<file path="src/rtl/instr_enc_pkg.sv">
`default_nettype none
// ============================================================================
// Module  : instr_enc_pkg
// Brief   : Class codes, RV32I opcodes and loader FSM encoding.
// Revision: 1.0
// ============================================================================
package instr_enc_pkg;

    localparam logic [2:0] CLS_LW  = 3'd0;
    localparam logic [2:0] CLS_SW  = 3'd1;
    localparam logic [2:0] CLS_R   = 3'd2;
    localparam logic [2:0] CLS_B   = 3'd3;
    localparam logic [2:0] CLS_I   = 3'd4;
    localparam logic [2:0] CLS_LUI = 3'd5;
    localparam logic [2:0] CLS_JAL = 3'd6;

    localparam logic [6:0] OP_LOAD   = 7'b0000011;
    localparam logic [6:0] OP_STORE  = 7'b0100011;
    localparam logic [6:0] OP_RTYPE  = 7'b0110011;
    localparam logic [6:0] OP_ITYPE  = 7'b0010011;
    localparam logic [6:0] OP_BRANCH = 7'b1100011;
    localparam logic [6:0] OP_LUI    = 7'b0110111;
    localparam logic [6:0] OP_JAL    = 7'b1101111;

    localparam logic [2:0] F3_WORD = 3'b010;
    localparam logic [2:0] F3_SLL  = 3'b001;
    localparam logic [2:0] F3_SRL  = 3'b101;
    localparam logic [6:0] F7_ALT  = 7'b0100000;

    localparam logic [1:0] ST_IDLE  = 2'd0;
    localparam logic [1:0] ST_LOAD  = 2'd1;
    localparam logic [1:0] ST_DRAIN = 2'd2;
    localparam logic [1:0] ST_DONE  = 2'd3;

    // True when v is representable as a two's-complement number of n bits.
    function automatic logic fits_signed(input logic [31:0] v, input int n);
        logic signed [31:0] sh;
        sh = $signed(v) >>> (n - 1);
        return (sh == '0) || (sh == '1);
    endfunction

endpackage
`default_nettype wire

</file>
<file path="src/rtl/instr_encoder_loader_pack.sv">
`default_nettype none
// ============================================================================
// Module  : instr_pack
// Brief   : Combinational RV32I field packer with immediate range checking.
// Revision: 1.0
// ============================================================================
module instr_pack
    import instr_enc_pkg::*;
(
    input  logic [2:0]  cls,
    input  logic [4:0]  rd,
    input  logic [4:0]  rs1,
    input  logic [4:0]  rs2,
    input  logic [2:0]  funct3,
    input  logic        alt,
    input  logic [31:0] imm,
    output logic [31:0] word,
    output logic        illegal
);

    logic [6:0] w_f7;
    logic       w_shift;

    assign w_f7    = alt ? F7_ALT : 7'b0;
    assign w_shift = (funct3 == F3_SLL) || (funct3 == F3_SRL);

    always_comb begin
        word    = '0;
        illegal = 1'b0;
        case (cls)
            CLS_LW: begin
                word    = {imm[11:0], rs1, F3_WORD, rd, OP_LOAD};
                illegal = !fits_signed(imm, 12);
            end
            CLS_SW: begin
                word    = {imm[11:5], rs2, rs1, F3_WORD, imm[4:0], OP_STORE};
                illegal = !fits_signed(imm, 12);
            end
            CLS_R: begin
                word = {w_f7, rs2, rs1, funct3, rd, OP_RTYPE};
            end
            CLS_I: begin
                if (w_shift) begin
                    word    = {w_f7, imm[4:0], rs1, funct3, rd, OP_ITYPE};
                    illegal = (imm[31:5] != '0);
                end else begin
                    word    = {imm[11:0], rs1, funct3, rd, OP_ITYPE};
                    illegal = !fits_signed(imm, 12);
                end
            end
            CLS_B: begin
                word    = {imm[12], imm[10:5], rs2, rs1, funct3,
                           imm[4:1], imm[11], OP_BRANCH};
                illegal = !fits_signed(imm, 13) || imm[0];
            end
            CLS_LUI: begin
                word    = {imm[31:12], rd, OP_LUI};
                illegal = (imm[11:0] != '0);
            end
            CLS_JAL: begin
                word    = {imm[20], imm[10:1], imm[11], imm[19:12], rd, OP_JAL};
                illegal = !fits_signed(imm, 21) || imm[0];
            end
            default: illegal = 1'b1;
        endcase
    end

endmodule
`default_nettype wire

</file>
<file path="src/rtl/instr_encoder_loader.sv">
`default_nettype none
// ============================================================================
// Module  : instr_encoder_loader
// Brief   : Encodes instruction commands and streams them into instruction
//           memory through a small FIFO and a write/ack handshake.
// Revision: 1.0
// ============================================================================
module instr_encoder_loader
    import instr_enc_pkg::*;
#(
    parameter logic [31:0] BASE_ADDR  = 32'h0000_0000,
    parameter int          MEM_WORDS  = 1024,
    parameter int          FIFO_DEPTH = 4
) (
    input  logic        clk,
    input  logic        rst,
    input  logic        start,
    input  logic        cmd_valid,
    output logic        cmd_ready,
    input  logic        cmd_last,
    input  logic [2:0]  cmd_cls,
    input  logic [4:0]  cmd_rd,
    input  logic [4:0]  cmd_rs1,
    input  logic [4:0]  cmd_rs2,
    input  logic [2:0]  cmd_funct3,
    input  logic        cmd_alt,
    input  logic [31:0] cmd_imm,
    output logic        mem_we,
    output logic [31:0] mem_addr,
    output logic [31:0] mem_wdata,
    input  logic        mem_ack,
    output logic        busy,
    output logic        done,
    output logic        err,
    output logic [31:0] words_written
);

    localparam int             c_aw        = $clog2(FIFO_DEPTH);
    localparam logic [c_aw:0]  c_full      = (c_aw + 1)'(FIFO_DEPTH);
    localparam logic [31:0]    c_last_addr = BASE_ADDR + 32'(4 * (MEM_WORDS - 1));

    logic [1:0]      r_state;
    logic [31:0]     r_fifo [FIFO_DEPTH];
    logic [c_aw-1:0] r_wr_ptr;
    logic [c_aw-1:0] r_rd_ptr;
    logic [c_aw:0]   r_count;
    logic [31:0]     r_addr;
    logic [31:0]     r_words;
    logic            r_err;

    logic [31:0] w_word;
    logic        w_illegal;
    logic        w_full;
    logic        w_empty;
    logic        w_accept;
    logic        w_push;
    logic        w_pop;

    instr_pack u_pack (
        .cls     (cmd_cls),
        .rd      (cmd_rd),
        .rs1     (cmd_rs1),
        .rs2     (cmd_rs2),
        .funct3  (cmd_funct3),
        .alt     (cmd_alt),
        .imm     (cmd_imm),
        .word    (w_word),
        .illegal (w_illegal)
    );

    assign w_full   = (r_count == c_full);
    assign w_empty  = (r_count == '0);
    assign w_accept = cmd_valid && cmd_ready;
    assign w_push   = w_accept && !w_illegal;
    assign w_pop    = !w_empty && mem_ack;

    // The FIFO head is the write port: it holds until popped by an ack.
    assign cmd_ready     = (r_state == ST_LOAD) && !w_full;
    assign mem_we        = !w_empty;
    assign mem_wdata     = w_empty ? 32'h0 : r_fifo[r_rd_ptr];
    assign mem_addr      = r_addr;
    assign busy          = (r_state != ST_IDLE);
    assign done          = (r_state == ST_DONE);
    assign err           = r_err;
    assign words_written = r_words;

    always_ff @(posedge clk) begin
        if (w_push) begin
            r_fifo[r_wr_ptr] <= w_word;
        end
    end

    always_ff @(posedge clk) begin
        if (rst) begin
            r_state  <= ST_IDLE;
            r_wr_ptr <= '0;
            r_rd_ptr <= '0;
            r_count  <= '0;
            r_addr   <= BASE_ADDR;
            r_words  <= '0;
            r_err    <= 1'b0;
        end else begin
            case (r_state)
                ST_IDLE: begin
                    if (start) begin
                        r_state <= ST_LOAD;
                        r_err   <= 1'b0;
                        r_words <= '0;
                        r_addr  <= BASE_ADDR;
                    end
                end
                ST_LOAD: begin
                    if (w_accept && cmd_last) begin
                        r_state <= ST_DRAIN;
                    end
                end
                ST_DRAIN: begin
                    if (w_empty) begin
                        r_state <= ST_DONE;
                    end
                end
                ST_DONE:  r_state <= ST_IDLE;
                default:  r_state <= ST_IDLE;
            endcase

            if (w_push) begin
                r_wr_ptr <= r_wr_ptr + 1'b1;
            end
            if (w_pop) begin
                r_rd_ptr <= r_rd_ptr + 1'b1;
            end
            if (w_push && !w_pop) begin
                r_count <= r_count + 1'b1;
            end else if (!w_push && w_pop) begin
                r_count <= r_count - 1'b1;
            end

            if (w_pop) begin
                r_words <= r_words + 32'd1;
                if (r_addr == c_last_addr) begin
                    r_addr <= BASE_ADDR;
                    r_err  <= 1'b1;
                end else begin
                    r_addr <= r_addr + 32'd4;
                end
            end

            if (w_accept && w_illegal) begin
                r_err <= 1'b1;
            end
        end
    end

endmodule
`default_nettype wire
</file>
<file path="config.mk">
export PLATFORM = sky130hd
export DESIGN_NAME = instr_encoder_loader
export DESIGN_NICKNAME = d
export VERILOG_FILES = /design/src/rtl/instr_enc_pkg.sv /design/src/rtl/instr_encoder_loader_pack.sv /design/src/rtl/instr_encoder_loader.sv
export SDC_FILE = /design/constraint.sdc
export NUM_CORES = 1
export LEC_CHECK = 0
export ABC_AREA = 1
export ABC_CLOCK_PERIOD_IN_PS = 3750
export CELL_PAD_IN_SITES_DETAIL_PLACEMENT = 2
export CELL_PAD_IN_SITES_GLOBAL_PLACEMENT = 2
export CORE_UTILIZATION = 29
export CTS_CLUSTER_DIAMETER = 80
export DETAILED_ROUTE_END_ITERATION = 7
export PLACE_DENSITY = 0.88
export SETUP_SLACK_MARGIN = 0.02
export SKIP_CTS_REPAIR_TIMING = 1
export SLEW_MARGIN = 20
export SYNTH_ARGS = -nofsm -noshare
export SYNTH_HDL_FRONTEND = slang
export SYNTH_SLANG_ARGS = --single-unit
</file>
<file path="constraint.sdc">
create_clock -name clk -period 3.75 [get_ports clk]
set_clock_uncertainty 0.15 [all_clocks]
set_input_delay 1.125 -clock clk [delete_from_list [all_inputs] [get_ports clk]]
set_output_delay 1.125 -clock clk [all_outputs]
set_load 0.005 [all_outputs]
</file>
Yosys cells after proc, flatten, opt, wreduce, memory -nomap -nowiden
Memory sizes are Yosys's and may differ from the RTL's. A register that Yosys moved wholly into a read port is not among the register bits.
Index checks and enable logic that the tools add are counted.
Word-level totals
  register bits: 74
  bits in writable memories: 128
  input bits: 60
  output and inout bits: 101
  logic and storage cells: 96
  memories kept: 1
Operators by class
  add/subtract/negate cells: 6
  equal/unequal tests: 19
  multiplexer cells: 26
  reduce and logical (&&, ||, !) cells: 37
Memory list
  r_fifo: words 4, width 32, read ports 1, clocked after memory_dff 1, wr ports 1, line instr_encoder_loader.sv:43  | logic [31:0] r_fifo [FIFO_DEPTH];
Operators by type and width (count)
  32-bit two-way mux: 7
  32-bit case mux with 7 select lines: 1
  32-bit equality test (second input constant): 3
  32-bit logical NOT: 3
  32-bit by 1-bit adder with 32-bit output (second input constant): 1
  32-bit by 3-bit adder with 32-bit output (second input constant): 1
  32-bit by 12-bit equality test with 1-bit output (second input constant): 1
  27-bit nonzero test: 1
  3-bit equality test (second input constant): 5
  12-bit nonzero test: 1
  2-bit two-way mux: 5
  1-bit logical AND: 8
  1-bit logical NOT: 8
  1-bit two-way mux: 8
  2-bit case mux with 4 select lines: 1
  2-bit nonzero test: 4
  3-bit by 1-bit equality test with 1-bit output (second input constant): 2
  3-bit by 2-bit equality test with 1-bit output (second input constant): 2
  3-bit logical NOT: 2
  1-bit logical OR: 6
  3-bit two-way mux: 2
  6-bit two-way mux: 1
  1-bit case mux with 6 select lines: 1
  2-bit by 1-bit adder with 2-bit output (second input constant): 2
  other kinds (10): 12

Longest topological paths before layout
  word-level depth: 11
  depth in mapped cells: 18
  mapped depth without buffers: 18

Cells and area by module
A second synthesis with hierarchy kept.
Second synthesis, totals
  cells, all modules: 1329
  area, all modules: 10463.8 um2
By module, submodules not included
  instr_encoder_loader: times used 1, cells each 1131, area an instance 9567.9 um2, sequential area each 5325.1 um2
  instr_pack: times used 1, cells each 198, area an instance 895.9 um2, sequential area each 0.0 um2

Least setup slack after synthesis
No wires, ideal clock.
  path type: input port to flip-flop
  start: input port cmd_cls[2]
  end: memory r_fifo[0][10], enable pin
  setup time: 0.419 ns
  arrival time: 3.325 ns
  required time: 3.181 ns
  path slack: -0.144 ns
  cell stages on the path: 9
  buffers on the path: 1
  path through: buf_4 -> inv_1 -> nor3_4 -> inv_2 -> nand3_1 -> nand2_1 -> nand2_1 -> nand3_4 -> nor2_1
On the way
  cells in the longest elaborated chain, start to end: 7
  elaborated cells on any way between the ends: 13
  those cells by class: eq/ne: 6; mux: 3; reduce/logical: 4
RTL lines
  from (decl): line instr_encoder_loader.sv:21  | input logic [2:0] cmd_cls,
  3-bit by 1-bit equality test with 1-bit output / 3-bit logical NOT (equally long branches): line instr_encoder_loader_pack.sv:30  | case (cls)
  2-bit OR reduction (no line)
  1-bit case mux with 6 select lines *: line instr_encoder_loader_pack.sv:30
  1-bit logical NOT *: line instr_encoder_loader.sv:74  | assign w_push = w_accept && !w_illegal;
  1-bit logical AND *: line instr_encoder_loader.sv:74
  1-bit two-way mux *: line instr_encoder_loader.sv:88  | if (w_push) begin
  1-bit two-way mux (not written as such) *: line instr_encoder_loader.sv:89  | r_fifo[r_wr_ptr] <= w_word;
  to (decl): line instr_encoder_loader.sv:43
Every way passes the cells marked *; elsewhere a longest branch is shown, timed or not.

==> flow_summary.json <==
{
  "postSynthAreaPerCell_sq_um": 8.26,
  "synth_edf_count": 124,
  "antenna_found_initial": 4,
  "fin_ws_ns": 0.128,
  "vdd_ir_drop_max_mv": 0.290,
  "netlist.area_leader.share_pct": 37.1,
  "postRouteAntennaNets": 0,
  "hold_class": "flip-flop to flip-flop",
  "power.switching_mw": 2.20,
  "place_area_sq_um": 12600,
  "synth_area_leader_cell": "edfxtp_1",
  "num_io_pins": 161,
  "rsz0062_at_grt": "true",
  "worst_pin_slew_ns": 0.748,
  "remaining_drc_errors": 0,
  "required_ns": 2.47,
  "path_cells": "inv_1 -> buf_4 -> nor2_1 -> o21ai_0 -> a21oi_1 -> clkdlybuf4s50_1",
  "startpoint_type": "flip-flop",
  "finalHoldViolations": 0,
  "drv_cap": 0,
  "drtIter0Drc": 537,
  "ys.warnings.count": 0,
  "crit_path_end_kind": "output port",
  "synth-seq-cells": 198,
  "grt_pass1_vias": 10505,
  "swShare_pct": 34.2,
  "dieArea_sq_um": 35400,
  "final_area_sq_um": 13200,
  "async_reset_ff_share_pct": 0,
  "die_h_microns": 188,
  "wl_per_cell_microns": 20.0,
  "worstSetupPathType": "flip-flop to output port",
  "slew_headroom_pct": 50.1,
  "power_density_nw_per_um2": 490,
  "grt-ovfl-total": 0,
  "critPathSlowestCell": "clkdlybuf4s50_1",
  "synthFlopType": "edfxtp_1",
  "cp_slowest_stage_delay_ns": 0.58,
  "synth_cell_types": 54,
  "io_buffers": 158,
  "path_clk_slew_ns": 0.06,
  "numCtsBuffers": 17,
  "grt_pass1_wl_mm": 58.7,
  "fin_crit_sh_pct": 96.6,
  "power_leakage_nw": 4.68,
  "clk_latency_ns": 0.44,
  "hold_ws_ns": 0.333,
  "layout-drive-gt1-share_pct": 11.3,
  "pwr-share-clk_pct": 28.4,
  "register_area_sq_um": 5210,
  "num-fill-cells": 3773,
  "arrival_ns": 2.35,
  "viasPerCell": 5.08,
  "cts_tree": "done",
  "cts_buffer_depth": 2,
  "dpl_worst_slack_ns": -0.516,
  "dpl.cell_count": 1845,
  "syn_inst": 1215,
  "dp_hpwl_mm": 27.4,
  "post-route-min-period_ns": 3.62,
  "fin_cells": 1880,
  "max_freq_ghz": 0.276,
  "fin_setup_tns_ns": 0,
  "rows": 67,
  "ys_top_cells_by_area": "edfxtp_1 37%, dfxtp_1 15%, nand2_1 8.0%",
  "status": "completed",
  "layout.nets": 1488,
  "slew_violations": 0,
  "pwr-share-seq_pct": 38.3,
  "gp_congestion": 0.836,
  "power.internal_mw": 4.25,
  "clkSinkCount": 198,
  "dr.pass1.iters": 4,
  "synth.yosys.seq_area_share_pct": 51.8,
  "setup_viol": 0,
  "comb_power_share_pct": 33.3,
  "track_usage_pct": 21.3,
  "grt_max_degree": 63,
  "htreeDepth": 4,
  "path_max_fanout": 11,
  "syn_area_sq_um": 10000,
  "wl_mm": 37.7,
  "die_w_microns": 188,
  "initial_core_util_pct": 29.7,
  "clockRootBuffer": "clkbuf_16",
  "core-area_sq_um": 33800,
  "multiInputGateArea_sq_um": 4150,
  "syn_to_final_growth_pct": 31.2,
  "vias": 9543
}
==> metal layers <==
layer	track usage, %	routed length (microns)	part of all wire (%)	up-vias
li1	-	-	-	4501
met1	26.2	16600	44	4804
met2	38.2	19000	50	200
met3	3.20	1390	3.7	38
met4	6.41	756	2.0	0
met5	0	0	0	-
==> layout by cell type (no fill, tap or decap), types with 6 or more instances in the layout <==
cell / n
ha_1: 11
nor2_4: 6
nand3_1: 65
nand2_1: 213
inv_1: 114
nor4_1: 9
edfxtp_1: 124
clkdlybuf4s50_1: 154
buf_12: 7
dfxtp_1: 73
o21ai_0: 104
nor3_1: 21
inv_2: 13
buf_4: 62
clkbuf_16: 17
nand4_1: 22
nor2_1: 199
nor2_2: 15
a21oi_1: 101
==> cell usage after synthesis, types with 11 or more instances <==
cell,count
inv_2,13
nand4_1,22
nor3_1,21
ha_1,11
clkbuf_1,30
nand3_1,65
nor2_1,204
nand2_1,213
a21oi_1,103
dfxtp_1,74
inv_1,114
edfxtp_1,124
o21ai_0,106
==> kinds of logic after synthesis <==
kind of cell / Yosys count / share of synthesized area, %
other: 1 / 0.0373
AND/OR/NAND/NOR: 577 / 25.6
XOR/XNOR: 2 / 0.174
buffers and inverters: 176 / 7.12
flip-flops: 198 / 51.8
adder cells (fa/ha/maj): 12 / 1.57
AO/OA/AOI/OAI: 249 / 13.7
==> per-stage QoR <==
step	utilization (%)	power [mW]
6_report	39.0	6.45
3_5_place_dp	37.2	4.67
4_1_cts	38.9	6.53
5_1_grt	39.0	6.78
2_1_floorplan	-	3.53
3_3_place_gp	37.2	4.58
==> worst max-delay path: cells and delay by family, from the launching register on <==
kind	cells	cell delay, ns
buffers and inverters	3	1.09
AO/OA/AOI/OAI	2	0.37
AND/OR/NAND/NOR	1	0.11
flip-flops	1	0.34
==> power by group through the flow <==
| stage | Combinational (mW) | Clock (mW) | Sequential (mW) |
|---|---|---|---|
| after floorplan | 1.03 | 0 | 2.50 |
| after global placement | 2.06 | 0 | 2.51 |
| after detailed placement | 2.15 | 0 | 2.52 |
| after CTS | 2.17 | 1.88 | 2.47 |
| after global routing | 2.34 | 1.95 | 2.48 |
| final | 2.15 | 1.83 | 2.48 |
==> area by class of cell <==
| type | count | share of cell area, % |
|---|---|---|
| clock inverter | 13 | 0.988 |
| clock buffer | 18 | 3.26 |
| antenna | 4 | 0.0760 |
| multi-input combinational | 842 | 31.5 |
| inverter | 130 | 3.72 |
| tap | 448 | 4.26 |
| sequential | 198 | 39.5 |
| timing repair buffer | 227 | 16.7 |
==> sequential cells by signal (all words and copies together), names as in the netlist, named ones only <==
register and count:
r_fifo 124, words_written 32, r_count 3, r_wr_ptr 2
mem_addr 30, r_state 2, err 1, r_rd_ptr 2
==> worst paths after layout <==
kind	slack (ns)	from	depth (start not counted)	end
setup / recovery	0.13	flip-flop	6	mem_wdata[29]
hold / removal	0.33	r_rd_ptr[1]	2	flip-flop
setup reg to reg	0.83	r_state[1]	15	r_count[2]
hold reg to reg	0.33	r_rd_ptr[1]	2	flip-flop
(Power assumes the default switching activity.)
